<file path="config.mk">
export PLATFORM = sky130hd
export DESIGN_NAME = spi_device_lite
export DESIGN_NICKNAME = d
export VERILOG_FILES = /design/src/rtl/spi_device_lite_pkg.sv /design/src/rtl/spi_device_lite_rxfifo.sv /design/src/rtl/spi_device_lite.sv
export SDC_FILE = /design/constraint.sdc
export NUM_CORES = 1
export LEC_CHECK = 0
export CAP_MARGIN = 20
export CORE_MARGIN = 5
export CORE_UTILIZATION = 30
export DETAILED_ROUTE_END_ITERATION = 7
export PLACE_DENSITY = 0.6
export SLEW_MARGIN = 20
export SYNTH_ARGS = -nofsm -noshare
export SYNTH_HDL_FRONTEND = slang
export SYNTH_SLANG_ARGS = --single-unit
</file>
<file path="constraint.sdc">
create_clock -name clk_i -period 2.5 [get_ports clk_i]
set_input_delay 0.25 -clock clk_i [delete_from_list [all_inputs] [get_ports clk_i]]
set_output_delay 0.25 -clock clk_i [all_outputs]
set_load 0.01 [all_outputs]
</file>
<file path="src/rtl/spi_device_lite_pkg.sv">
// Shared types and constants for the spi_device_lite SPI target.
package spi_device_lite_pkg;

    typedef enum logic {
        IDLE   = 1'b0,
        ACTIVE = 1'b1
    } state_e;

    localparam int ByteW      = 8;
    localparam int SyncStages = 2;

endpackage

</file>
<file path="src/rtl/spi_device_lite_rxfifo.sv">
// Synchronous FIFO with wrap-bit pointers; the head entry is presented straight from storage.
module spi_device_lite_rxfifo #(
    parameter int unsigned Depth = 4,
    parameter int unsigned Width = 8
) (
    input  logic                     clk_i,
    input  logic                     rst_i,
    input  logic                     push,
    input  logic [Width-1:0]         wdata,
    input  logic                     pop,
    output logic [Width-1:0]         rdata,
    output logic                     full,
    output logic                     empty,
    output logic [$clog2(Depth):0]   depth
);

    localparam int AW = $clog2(Depth);

    logic [Width-1:0] mem [Depth];
    logic [AW:0]      wptr;
    logic [AW:0]      rptr;
    logic             do_push;
    logic             do_pop;

    assign depth = wptr - rptr;
    assign empty = (wptr == rptr);
    assign full  = (depth == (AW+1)'(Depth));
    assign rdata = mem[rptr[AW-1:0]];

    // A pop frees a slot in the same cycle, so a push into a full FIFO succeeds alongside it.
    assign do_pop  = pop & ~empty;
    assign do_push = push & (~full | do_pop);

    always_ff @(posedge clk_i) begin
        if (rst_i) begin
            wptr <= '0;
            rptr <= '0;
            for (int unsigned i = 0; i < Depth; i++) begin
                mem[i] <= '0;
            end
        end else begin
            if (do_push) begin
                mem[wptr[AW-1:0]] <= wdata;
                wptr              <= wptr + 1'b1;
            end
            if (do_pop) begin
                rptr <= rptr + 1'b1;
            end
        end
    end

endmodule

</file>
<file path="src/rtl/spi_device_lite.sv">
// Mode-0 SPI target: oversampled pins, RX byte FIFO and valid/ready TX byte source.
module spi_device_lite
    import spi_device_lite_pkg::*;
#(
    parameter int unsigned      RxDepth    = 4,
    parameter logic [ByteW-1:0] TxFillByte = 8'hFF
) (
    input  logic                      clk_i,
    input  logic                      rst_i,
    input  logic                      cio_sck_i,
    input  logic                      cio_csb_i,
    input  logic                      cio_sd_i,
    output logic                      cio_sd_o,
    output logic                      cio_sd_en_o,
    output logic [ByteW-1:0]          rx_data_o,
    output logic                      rx_valid_o,
    input  logic                      rx_ready_i,
    output logic [$clog2(RxDepth):0]  rx_depth_o,
    input  logic [ByteW-1:0]          tx_data_i,
    input  logic                      tx_valid_i,
    output logic                      tx_ready_o,
    output logic                      rx_overflow_o,
    output logic                      tx_underflow_o,
    output logic                      frame_abort_o
);

    logic [SyncStages:0]   sck_q;
    logic [SyncStages:0]   csb_q;
    logic [SyncStages-1:0] sd_q;
    logic                  sd_sync;
    logic                  sck_rise;
    logic                  sck_fall;
    logic                  csb_rise;
    logic                  csb_fall;

    state_e           state_q, state_d;
    logic [2:0]       bit_cnt_q, bit_cnt_d;
    logic [ByteW-1:0] rx_shift_q, rx_shift_d;
    logic [ByteW-1:0] tx_shift_q, tx_shift_d;
    logic             tx_load;
    logic             rx_push;
    logic             rx_pop;
    logic             rx_full;
    logic             rx_empty;
    logic             abort;

    // Sync flops reset low so a CSB already low at reset release never yields a falling event.
    always_ff @(posedge clk_i) begin
        if (rst_i) begin
            sck_q <= '0;
            csb_q <= '0;
            sd_q  <= '0;
        end else begin
            sck_q <= {sck_q[SyncStages-1:0], cio_sck_i};
            csb_q <= {csb_q[SyncStages-1:0], cio_csb_i};
            sd_q  <= {sd_q[SyncStages-2:0], cio_sd_i};
        end
    end

    assign sd_sync  = sd_q[SyncStages-1];
    assign sck_rise = ~rst_i &  sck_q[SyncStages-1] & ~sck_q[SyncStages];
    assign sck_fall = ~rst_i & ~sck_q[SyncStages-1] &  sck_q[SyncStages];
    assign csb_rise = ~rst_i &  csb_q[SyncStages-1] & ~csb_q[SyncStages];
    assign csb_fall = ~rst_i & ~csb_q[SyncStages-1] &  csb_q[SyncStages];

    always_ff @(posedge clk_i) begin
        if (rst_i) begin
            state_q    <= IDLE;
            bit_cnt_q  <= '0;
            rx_shift_q <= '0;
            tx_shift_q <= '0;
        end else begin
            state_q    <= state_d;
            bit_cnt_q  <= bit_cnt_d;
            rx_shift_q <= rx_shift_d;
            tx_shift_q <= tx_shift_d;
        end
    end

    always_comb begin
        state_d    = state_q;
        bit_cnt_d  = bit_cnt_q;
        rx_shift_d = rx_shift_q;
        tx_shift_d = tx_shift_q;
        tx_load    = 1'b0;
        rx_push    = 1'b0;
        abort      = 1'b0;

        unique case (state_q)
            IDLE: begin
                if (csb_fall) begin
                    state_d   = ACTIVE;
                    bit_cnt_d = '0;
                    tx_load   = 1'b1;
                end
            end
            ACTIVE: begin
                // CSB rising wins over any SCK edge seen in the same cycle.
                if (csb_rise) begin
                    state_d    = IDLE;
                    bit_cnt_d  = '0;
                    rx_shift_d = '0;
                    abort      = (bit_cnt_q != 3'd0);
                end else if (sck_rise) begin
                    rx_shift_d = {rx_shift_q[ByteW-2:0], sd_sync};
                    bit_cnt_d  = bit_cnt_q + 3'd1;
                    rx_push    = (bit_cnt_q == 3'd7);
                end else if (sck_fall) begin
                    if (bit_cnt_q == 3'd0) begin
                        tx_load = 1'b1;
                    end else begin
                        tx_shift_d = tx_shift_q << 1;
                    end
                end
            end
            default: state_d = IDLE;
        endcase

        if (tx_load) begin
            tx_shift_d = tx_valid_i ? tx_data_i : TxFillByte;
        end
    end

    assign cio_sd_en_o    = (state_q == ACTIVE);
    assign cio_sd_o       = (state_q == ACTIVE) & tx_shift_q[ByteW-1];
    assign tx_ready_o     = tx_load & tx_valid_i;
    assign tx_underflow_o = tx_load & ~tx_valid_i;
    assign frame_abort_o  = abort;

    assign rx_valid_o    = ~rx_empty;
    assign rx_pop        = rx_ready_i & rx_valid_o;
    assign rx_overflow_o = rx_push & rx_full & ~rx_pop;

    spi_device_lite_rxfifo #(
        .Depth (RxDepth),
        .Width (ByteW)
    ) u_rxfifo (
        .clk_i (clk_i),
        .rst_i (rst_i),
        .push  (rx_push),
        .wdata (rx_shift_d),
        .pop   (rx_pop),
        .rdata (rx_data_o),
        .full  (rx_full),
        .empty (rx_empty),
        .depth (rx_depth_o)
    );

endmodule
</file>
==> metrics.md, run 1 <==
| Metric | Value |
|---|---|
| Clock sink count | between 60 and 70 |
| Total power | 2170 µW |
| # rows | 37 |
| RSZ-0062 raised after global routing | false |
| Die area | 0.0126 mm² |
| Critical R2R Capture | u_rxfifo.wptr[1] |
| Synth warnings | 0 |
| Die H | 112 µm |
| Worst r2r src | u_rxfifo.wptr[0] |
| Grt total ovfl | 0 |
| Post-layout nets | 324 |
| Post-synthesis sequential area ratio | 53.7% |
| Core ar. | 0.0103 mm² |
| Post-CTS Setup Repair Bufs | 0 |
| Worst setup EP type | primary output |
| TritonRoute pass-1 iters | 5 |
| MaxCap Viol Count | 0 |
| Slew Viols, Final | 0 |
| Crit path from | u_rxfifo.wptr[0] |
| Worst vdd ir | around 0.25 mV |
| Setup_tns | 0 ns |
| WL final | approximately 6000 µm |
| Setup crit end | rx_overflow_o |
| Slew of the pin with the lowest slew margin | between 0.5 and 0.6 ns |
| Worst slew margin | approximately 62% |
| Final Instance Area | 0.00383 mm² |
| FILL cells | a little over 1,000 |
| # diodes | 0 |
| Synthesized area per cell | 12.2 µm² |
| Largest net degree at the start of global routing | 37 |
| Pleak | 0.00134 µW |
| Final critical-path required period | between 2 and 2.5 ns |
| Worst Path Required | 2.25 ns |
| Most used flip-flop cell after synthesis | dfxtp_1 |
| Iter 0 DRT Violations | 81 |
| Clk buf depth | 2 |
| Post-synth EDFFs | 32 |
| Final setup fails | 0 |
| Cells after synthesis | 257 |
| Status | finished, final reports clean |
| Placer Congestion | 0.738 |
| Worst EP arrival | 2.11 ns |
| Detailed-route via count | slightly above 2,000 |
| Root buffer cell | clkbuf_8 |
| Reg2Reg Depth | 9 |
| Fmax achieved | 424 MHz |
| Syn Nets | 280 |
| Ranking of synthesized cells by area | edfxtp_1 (31%), dfxtp_1 (23%), nor2_1 (6.0%) |
| CP Max Fanout | 2 |
| Total CTS buffers | 9 |
| Post-route insts no fill | 442 |
| Clk_skew | 0.0130 ns |
| Crit path kind | reg2out |
| Dpl hpwl | roughly 4400 µm |
| Hold Crit Class | reg2reg |
| Share of the synthesized area in the top cell type | 30.7% |
| Final period util | approximately 94% |
| Post-synth cell types | 48 |
| Fraction of layout cells with a size suffix above 1 | 21.2% |
| Worst-skew pair later-pin latency | 0.34 ns |
| Antenna violations before repair | 0 |
| Netlist Area Pre-Place | 0.00313 mm² |
| Placed Cells | ~430 |
| Routed Antenna Nets | 0 |
| First-pass GRT wire length | 10,300 µm |
| Dpl cell area | 0.00365 mm² |
| Avg WL per Cell | 13.5 µm |
| Crit start category | flop |
| Power per Cell Area | 565 mW/mm² |
| Vias per cell | 4.61 |
| Number of synthesized register bits | 68 |
| Vias in the first global route | 2,133 |
| Synthesis-to-layout area growth | 22.4% |
| IO Count | 33 |
| Gr usage total | between 10% and 20% |
| Initial cell density of the core | 30.5% |
| Worst reg2reg setup slack | roughly 0.22 ns |
| Ys async rst share | 0% |
| Final hold vios | 0 |
| H-tree depth | 3 |
| Die Wd | 112 µm |
| Cell taking the most area after synthesis | edfxtp_1 |
| Clk slew on worst S/H paths | 0.07 ns |
| CTS tree | yes |
| Remaining DRCs | 0 |
| Quantity of I/O buffers inserted on ports | 32 |
## stage by stage
| stage | hold slack [ns] | setup slack, ns | util [%] |
|---|---|---|---|
| floorplan | 0.330 | 0.142 | - |
| global placement | 0.423 | 0.167 | 35.5 |
| detailed placement | 0.430 | 0.160 | 35.5 |
| CTS | 0.441 | 0.100 | 37.3 |
| global route | 0.461 | 0.0356 | 37.3 |
| finish | 0.442 | 0.139 | 37.3 |
## cells in the mapped netlist, types with 2 or more instances
master     instances
or2_2              2
or2b_2             3
mux4_2             8
buf_6              4
nor2b_1           10
dfxtp_1           36
edfxtp_1          32
a221oi_2           7
o2111ai_2          3
mux2i_1           10
buf_2              4
inv_1             14
clkbuf_1           2
nand3_1            3
or2b_1             4
nand4_1            3
a21oi_1            4
a22oi_1            8
ha_1               7
o21bai_1           2
nor2_1            50
nand2_1            5
nand2b_1           8
xor2_1             2
buf_4              3
## worst max-delay path, cell delays in order, from the launching register on
cell,delay [ns]
dfxtp_1,0.33
inv_1,0.05
ha_1,0.18
fa_1,0.37
xor3_1,0.26
nand3_2,0.09
nor3_1,0.19
dlygate4sd2_1,0.30
## flip-flops by register name (all words and copies together) (netlist names), named ones only
name / cells
u_rxfifo.wptr: 3
cio_sd_en_o: 1
sck_q: 3
csb_q: 3
sd_q: 2
u_rxfifo.mem: 32
bit_cnt_q: 3
u_rxfifo.rptr: 3
rx_shift_q: 8
tx_shift_q: 8
## metal layers
metal,GRT usage (%),vias up,part of all wire (%)
li1,-,1004,-
met1,13.1,984,47
met2,15.6,44,47
met3,3.45,7,4.7
met4,3.13,0,1.3
met5,0,-,0
## cell usage in the layout, fill, tap and decap left out, types with 2 or more instances in the layout
cell type,instances
dfxtp_1,36
nand3_1,3
mux2i_1,10
or2b_1,4
clkdlybuf4s50_1,29
nor2b_1,10
a22oi_1,8
nand2b_1,8
ha_1,7
clkinvlp_4,2
nand4_1,3
nor2_1,50
a21oi_1,4
o2111ai_2,3
xor2_1,2
clkbuf_8,9
or2b_2,3
nand2_1,5
a221oi_2,7
or2_2,2
inv_1,14
clkinv_2,2
edfxtp_1,32
dlygate4sd2_1,3
buf_4,15
mux4_2,8
## power by group
part	internal [µW]	switching (µW)
Clock	454	405
Combinational	56.1	46.1
Sequential	1190	13.1
## cell families after synthesis
group | count (synthesis) | share of synthesized area (%)
AO/OA/AOI/OAI | 31 | 9.98
buffers and inverters | 28 | 4.83
flip-flops | 68 | 53.7
adder cells (fa/ha/maj) | 8 | 3.43
multiplexers | 19 | 9.31
XOR/XNOR | 4 | 1.60
AND/OR/NAND/NOR | 99 | 17.2
## layout make-up
type	count	area, µm²	area share (%)
sequential	68	1680	43.8
timing repair buffer	47	429	11.2
multi-input combinational	161	1310	34.2
clock buffer	9	124	3.23
tap	136	170	4.44
inverter	14	52.6	1.37
clock inverter	7	67.6	1.76
## worst min path at each step
stage                   start  depth (start not counted)  slack, ns  endpoint
floorplan               rst_i                          1       0.33  csb_q[2]
global placement     csb_q[0]                          1       0.42  csb_q[1]
detailed placement   csb_q[0]                          1       0.43  csb_q[1]
CTS                 cio_csb_i                          2       0.44  csb_q[0]
global route        cio_csb_i                          2       0.46  csb_q[0]
finish               csb_q[0]                          1       0.44  csb_q[1]
## timing repair
action                                  4_1_cts  5_1_grt
gates resized for setup                       3        0
hold buffers                                  0        0
endpoints found under the setup margin        3        0
(Power assumes the default switching activity.)
==> run 2, diff against run 1 <==
GPL_ROUTABILITY_DRIVEN = 0   (was default)
==> results of run 2 <==
No change in the layout: final DEF, timing and power equal those of run 1.
